File: src/rtl/lsu_wb.sv
// Wishbone load/store unit: one request at a time, lane-aligned classic cycles,
// bounded retry on rty_i, bus-error and no-response timeout reporting.
module lsu_wb #(
  parameter int DATA_W    = 32,
  parameter int ADDR_W    = 32,
  parameter int MAX_RETRY = 3,
  parameter int TIMEOUT   = 255
) (
  input  logic                clk_i,
  input  logic                rst_ni,
  input  logic                req_valid_i,
  output logic                req_ready_o,
  input  logic                req_we_i,
  input  logic [1:0]          req_size_i,
  input  logic                req_signed_i,
  input  logic [ADDR_W-1:0]   req_addr_i,
  input  logic [DATA_W-1:0]   req_wdata_i,
  output logic                resp_valid_o,
  input  logic                resp_ready_i,
  output logic [DATA_W-1:0]   resp_rdata_o,
  output logic [1:0]          resp_err_o,
  output logic                cyc_o,
  output logic                stb_o,
  output logic                we_o,
  output logic [ADDR_W-1:0]   adr_o,
  output logic [DATA_W/8-1:0] sel_o,
  output logic [DATA_W-1:0]   dat_o,
  input  logic [DATA_W-1:0]   dat_i,
  input  logic                ack_i,
  input  logic                err_i,
  input  logic                rty_i
);
  localparam int SEL_W = DATA_W / 8;
  localparam int OFF_W = $clog2(SEL_W);
  localparam int RTY_W = $clog2(MAX_RETRY + 2);
  localparam int TMO_W = $clog2(TIMEOUT + 1);

  localparam logic [1:0] E_OK = 2'd0, E_MISALIGN = 2'd1, E_BUS = 2'd2, E_TMO = 2'd3;

  typedef enum logic [1:0] {S_IDLE, S_BUS, S_BACKOFF, S_RESP} state_e;

  state_e              state_q, state_d;
  logic                we_q, signed_q;
  logic [1:0]          size_q;
  logic [ADDR_W-1:0]   addr_q;
  logic [DATA_W-1:0]   wdata_q;
  logic [RTY_W-1:0]    retry_q, retry_d;
  logic [TMO_W-1:0]    tmo_q, tmo_d;
  logic [DATA_W-1:0]   rdata_q, rdata_d;
  logic [1:0]          err_q, err_d;
  logic [OFF_W-1:0]    off_q;
  logic                accept, bus;

  function automatic logic misaligned(input logic [1:0] size, input logic [OFF_W-1:0] off);
    logic [OFF_W-1:0] low;
    low = OFF_W'((4'd1 << size) - 4'd1);
    return (|(off & low)) || (DATA_W == 32 && size == 2'd3);
  endfunction

  function automatic logic [SEL_W-1:0] sel_mask(input logic [1:0] size, input logic [OFF_W-1:0] off);
    logic [SEL_W-1:0] m;
    case (size)
      2'd0:    m = SEL_W'(1);
      2'd1:    m = SEL_W'(3);
      2'd2:    m = SEL_W'(15);
      default: m = '1;
    endcase
    return m << off;
  endfunction

  // Shift the addressed lane down, then extend by shifting it to the top and back.
  function automatic logic [DATA_W-1:0] load_ext(input logic [DATA_W-1:0] d, input logic [1:0] size,
                                                 input logic [OFF_W-1:0] off, input logic sgn);
    logic [DATA_W-1:0]        f, top;
    logic signed [DATA_W-1:0] s;
    int                       sh;
    f = d >> {off, 3'b000};
    if ((8 << size) >= DATA_W) return f;
    sh  = DATA_W - (8 << size);
    top = f << sh;
    s   = $signed(top) >>> sh;
    return sgn ? $unsigned(s) : (top >> sh);
  endfunction

  assign accept = (state_q == S_IDLE) && req_valid_i;
  assign bus    = (state_q == S_BUS);
  assign off_q  = addr_q[OFF_W-1:0];

  always_comb begin
    state_d = state_q;
    retry_d = retry_q;
    tmo_d   = tmo_q;
    rdata_d = rdata_q;
    err_d   = err_q;
    case (state_q)
      S_IDLE: if (req_valid_i) begin
        retry_d = '0;
        tmo_d   = '0;
        rdata_d = '0;
        if (misaligned(req_size_i, req_addr_i[OFF_W-1:0])) begin
          state_d = S_RESP;
          err_d   = E_MISALIGN;
        end else begin
          state_d = S_BUS;
          err_d   = E_OK;
        end
      end
      S_BUS: begin
        if (err_i) begin
          state_d = S_RESP;
          err_d   = E_BUS;
        end else if (ack_i) begin
          state_d = S_RESP;
          err_d   = E_OK;
          rdata_d = we_q ? '0 : load_ext(dat_i, size_q, off_q, signed_q);
        end else if (rty_i) begin
          if (retry_q == RTY_W'(MAX_RETRY)) begin
            state_d = S_RESP;
            err_d   = E_BUS;
          end else begin
            retry_d = retry_q + RTY_W'(1);
            state_d = S_BACKOFF;
          end
        end else if (tmo_q == TMO_W'(TIMEOUT - 1)) begin
          state_d = S_RESP;
          err_d   = E_TMO;
        end else begin
          tmo_d = tmo_q + TMO_W'(1);
        end
      end
      S_BACKOFF: begin
        tmo_d   = '0;
        state_d = S_BUS;
      end
      default: if (resp_ready_i) begin
        state_d = S_IDLE;
        retry_d = '0;
        tmo_d   = '0;
        rdata_d = '0;
        err_d   = E_OK;
      end
    endcase
  end

  always_ff @(posedge clk_i or negedge rst_ni) begin
    if (!rst_ni) begin
      state_q  <= S_IDLE;
      retry_q  <= '0;
      tmo_q    <= '0;
      rdata_q  <= '0;
      err_q    <= E_OK;
      we_q     <= 1'b0;
      signed_q <= 1'b0;
      size_q   <= '0;
      addr_q   <= '0;
      wdata_q  <= '0;
    end else begin
      state_q <= state_d;
      retry_q <= retry_d;
      tmo_q   <= tmo_d;
      rdata_q <= rdata_d;
      err_q   <= err_d;
      if (accept) begin
        we_q     <= req_we_i;
        signed_q <= req_signed_i;
        size_q   <= req_size_i;
        addr_q   <= req_addr_i;
        wdata_q  <= req_wdata_i;
      end
    end
  end

  assign req_ready_o  = (state_q == S_IDLE);
  assign resp_valid_o = (state_q == S_RESP);
  assign resp_rdata_o = rdata_q;
  assign resp_err_o   = err_q;
  assign cyc_o        = bus;
  assign stb_o        = bus;
  assign we_o         = bus & we_q;
  assign adr_o        = bus ? {addr_q[ADDR_W-1:OFF_W], {OFF_W{1'b0}}} : '0;
  assign sel_o        = bus ? sel_mask(size_q, off_q) : '0;
  assign dat_o        = bus ? (wdata_q << {off_q, 3'b000}) : '0;
endmodule

File: config.mk
export PLATFORM = sky130hd
export DESIGN_NAME = lsu_wb
export DESIGN_NICKNAME = d
export VERILOG_FILES = /design/src/rtl/lsu_wb.sv
export SDC_FILE = /design/constraint.sdc
export NUM_CORES = 1
export LEC_CHECK = 0
export BUFFER_PORTS_ARGS = -buffer_cell sky130_fd_sc_hd__buf_2
export CAP_MARGIN = 20
export CORE_ASPECT_RATIO = 1.75
export CORE_MARGIN = 4
export CORE_UTILIZATION = 57
export CTS_CLUSTER_DIAMETER = 30
export DETAILED_ROUTE_END_ITERATION = 8
export GPL_ROUTABILITY_DRIVEN = 0
export PLACE_DENSITY = 0.95
export SYNTH_ARGS = -nofsm -noshare
export SYNTH_HDL_FRONTEND = slang
export SYNTH_SLANG_ARGS = --single-unit
File: constraint.sdc
create_clock -name clk_i -period 7.55 [get_ports clk_i]
set_input_delay 1.8875 -clock clk_i [delete_from_list [all_inputs] [get_ports clk_i]]
set_output_delay 1.8875 -clock clk_i [all_outputs]
set_load 0.01 [all_outputs]
==> out/metrics.csv <==
stage,metric,value,unit
critical_path,critPathKind,reg2out,
clocking,path_clk_slew,60,ps
detailed_routing,drc_errors,0,
clocking,cts-root-buf,clkbuf_16,
clocking,cts_htree_levels,4,
place,portBuffers,211,
power,p_per_area,465,nW/um^2
detailed_routing,drt_iter0_markers,734,
sta,min_period_over_period,0.641,
finish,final_common_cell,buf_2,
yosys,synth_area_per_cell,10.2,sq um
min_path,hp-class,reg2reg,
clocking,postCtsSetupBuffers,0,
yosys,synth_top_area_cell,dfrtp_1,
sta,rsz0062_at_grt,no,
global_routing,grt-ovfl-total,0,
global_routing,grt_max_degree,77,
finish,synthToLayoutAreaGrowth,23.9,%
clocking,cts_resized,0,
sta,fin_setup_tns,0,ps
global_routing,first_global_vias,7179,
detailed_routing,first_pass_iters,7,
sta,max_freq,207,MHz
sta,finalHoldWorstSlack,486,ps
critical_path,cp.required,5660,ps
detailed_routing,ant_nets,0,
yosys,synthDistinctLibCells,75,
floorplanning,rows,53,
clocking,insertion_delay,420,ps
clocking,numCtsBuffers,17,
power,p_leak,0.00422,uW
finish,n_antenna_cell,0,
yosys,synth_top_cell_area_share,0.406,
yosys,ys.flop_type,dfrtp_1,
detailed_routing,dr_total_vias,6910,
floorplanning,die_w,92.3,um
power,irDropWorstVdd,0.273,mV
place,hpwlAfterDp,15600,um
yosys,synthTopCellsByArea,"dfrtp_1 41%, mux2_2 13%, mux2i_1 5.2%",
yosys,synthArstFlopShare,1.00,
run_status,outcome,completed,
finish,most-common-layout-cells,"210 x buf_2, 113 x dfrtp_1, 80 x mux2_2, 55 x nand2_1, 52 x nor2_1",
yosys,syn_inst,697,
sta,timing.final.crit_period,4840,ps
floorplanning,initial_core_util,0.587,
yosys,synth-seq-cells,115,
clocking,cts_sinks,115,
critical_path,cp-start-kind,flop,
global_routing,grt_antenna_before_repair,2,
floorplanning,die_h,155,um
sta,maxSlewViolCount,0,
floorplanning,die_area,14300,sq um
clocking,cts_tree,done,
critical_path,cp.arrival,2950,ps
critical_path,cp_max_fo,36,
detailed_routing,routed_wl,22900,um
floorplanning,io_pins,214,
floorplanning,core,12100,sq um
yosys,yosysWarnings,0,
critical_path,endpoint_kind,primary output,
clocking,postCtsHoldBufs,0,
detailed_routing,vias_per_cell,6.48,
detailed_routing,drt-wirelength-per-cell,21.4,um
sta,worst_pin_slew,1020,ps
global_routing,track_usage,0.325,
yosys,synthesis.area,7080,sq um
power,finalPower,4080,uW
yosys,seq_area_frac_synth,0.406,
global_routing,grt_pass1_wl,36700,um
yosys,synth_edf_count,0,
finish,layout-drive-gt1-share,0.396,
finish,nNetsFinal,1005,
job,maxCapViolCount,0,
sta,finClkSkew,8.76,ps
sta,slew_headroom,0.322,
sta,setup_violations,0,
clocking,clockBufferDepth,2,
sta,hold_viol_final,0,
[cells in the mapped netlist, types with 5 or more instances]
| cell | number |
|---|---|
| a211oi_1 | 25 |
| a21oi_1 | 29 |
| a221o_1 | 5 |
| a22o_1 | 9 |
| a22oi_1 | 8 |
| a2bb2oi_1 | 6 |
| and2_1 | 44 |
| buf_1 | 8 |
| buf_2 | 13 |
| buf_4 | 5 |
| buf_6 | 6 |
| clkbuf_1 | 16 |
| dfrtp_1 | 115 |
| ha_1 | 10 |
| inv_1 | 12 |
| mux2_2 | 80 |
| mux2i_1 | 37 |
| nand2_1 | 56 |
| nand2b_1 | 7 |
| nand3_1 | 7 |
| nand4_1 | 5 |
| nor2_1 | 52 |
| nor2b_1 | 17 |
| nor3_1 | 6 |
| o211ai_1 | 9 |
| o21ai_0 | 26 |
| o221ai_1 | 5 |
| o31ai_1 | 6 |
[stage by stage]
step	setup slack (ps)	area, sq um	instances	util
floorplan	4020	7080	698	-
global route	2630	8780	1066	0.727
global placement	3030	8140	1032	0.675
finish	2710	8780	1066	0.727
CTS	2830	8750	1065	0.725
detailed placement	3310	8150	1033	0.676
[power breakdown]
group	internal [uW]	total (uW)	switching, uW	leakage (uW)
combinational	897	2100	1200	0.00248
clock	496	823	326	0.000289
sequential	859	1160	302	0.00145
total	2250	4080	1830	0.00422
[layout make-up]
class                      count  area [sq um]
multi-input combinational    520          3890
fill                         820          3290
sequential                   115          2880
timing repair buffer         219          1140
clock buffer                  18           429
tap                          165           206
clock inverter                14           166
inverter                      15          58.8
[registers in the layout (all words and copies together), names as in the netlist]
register,flops
state_q,2
resp_rdata_o,32
signed_q,1
tmo_q,8
addr_q,32
we_q,1
wdata_q,32
retry_q,3
resp_err_o,2
size_q,2
[logic make-up (layout without fill, tap and decap cells)]
family	Yosys count	count (layout)	synth area share
buffers and inverters	63	266	0.0451
adder cells (fa/ha/maj)	10	10	0.0177
XOR/XNOR	2	2	0.00354
other	1	2	0.000530
AND/OR/NAND/NOR	212	212	0.152
multiplexers	121	121	0.192
AO/OA/AOI/OAI	173	173	0.182
flip-flops	115	115	0.406
[worst max-delay path, cell delays in order (launching register included)]
cell and delay [ps]:
dfrtp_2 730, buf_4 450, nor2b_1 740, buf_6 240, a21oi_1 80, nor2_1 110
buf_2 170
[path summary, 6_finish.rpt]
check / from / slack (ps) / cells past startpoint / to
max: addr_q[1]$_DFFE_PN0P_ / 2710 / 6 / dat_o[16]
min: resp_rdata_o[19]$_DFFE_PN0P_ / 490 / 2 / resp_rdata_o[19]$_DFFE_PN0P_
max reg2reg: size_q[0]$_DFFE_PN0P_ / 3750 / 7 / resp_rdata_o[20]$_DFFE_PN0P_
min reg2reg: resp_rdata_o[19]$_DFFE_PN0P_ / 490 / 2 / resp_rdata_o[19]$_DFFE_PN0P_
max in group asynchronous: rst_ni / 4690 / 2 / addr_q[0]$_DFFE_PN0P_
min in group asynchronous: rst_ni / 1520 / 1 / resp_err_o[1]$_DFFE_PN0P_
[per-layer routing]
| metal | wire length [um] | vias to the layer above | GRT usage |
|---|---|---|---|
| met5 | 24 | - | 0 |
| met4 | 1600 | 4 | 0.204 |
| met3 | 2100 | 174 | 0.0837 |
| met2 | 11700 | 527 | 0.558 |
| met1 | 7440 | 3255 | 0.354 |
| li1 | - | 2950 | - |
Power figures use the tool's default switching activity.
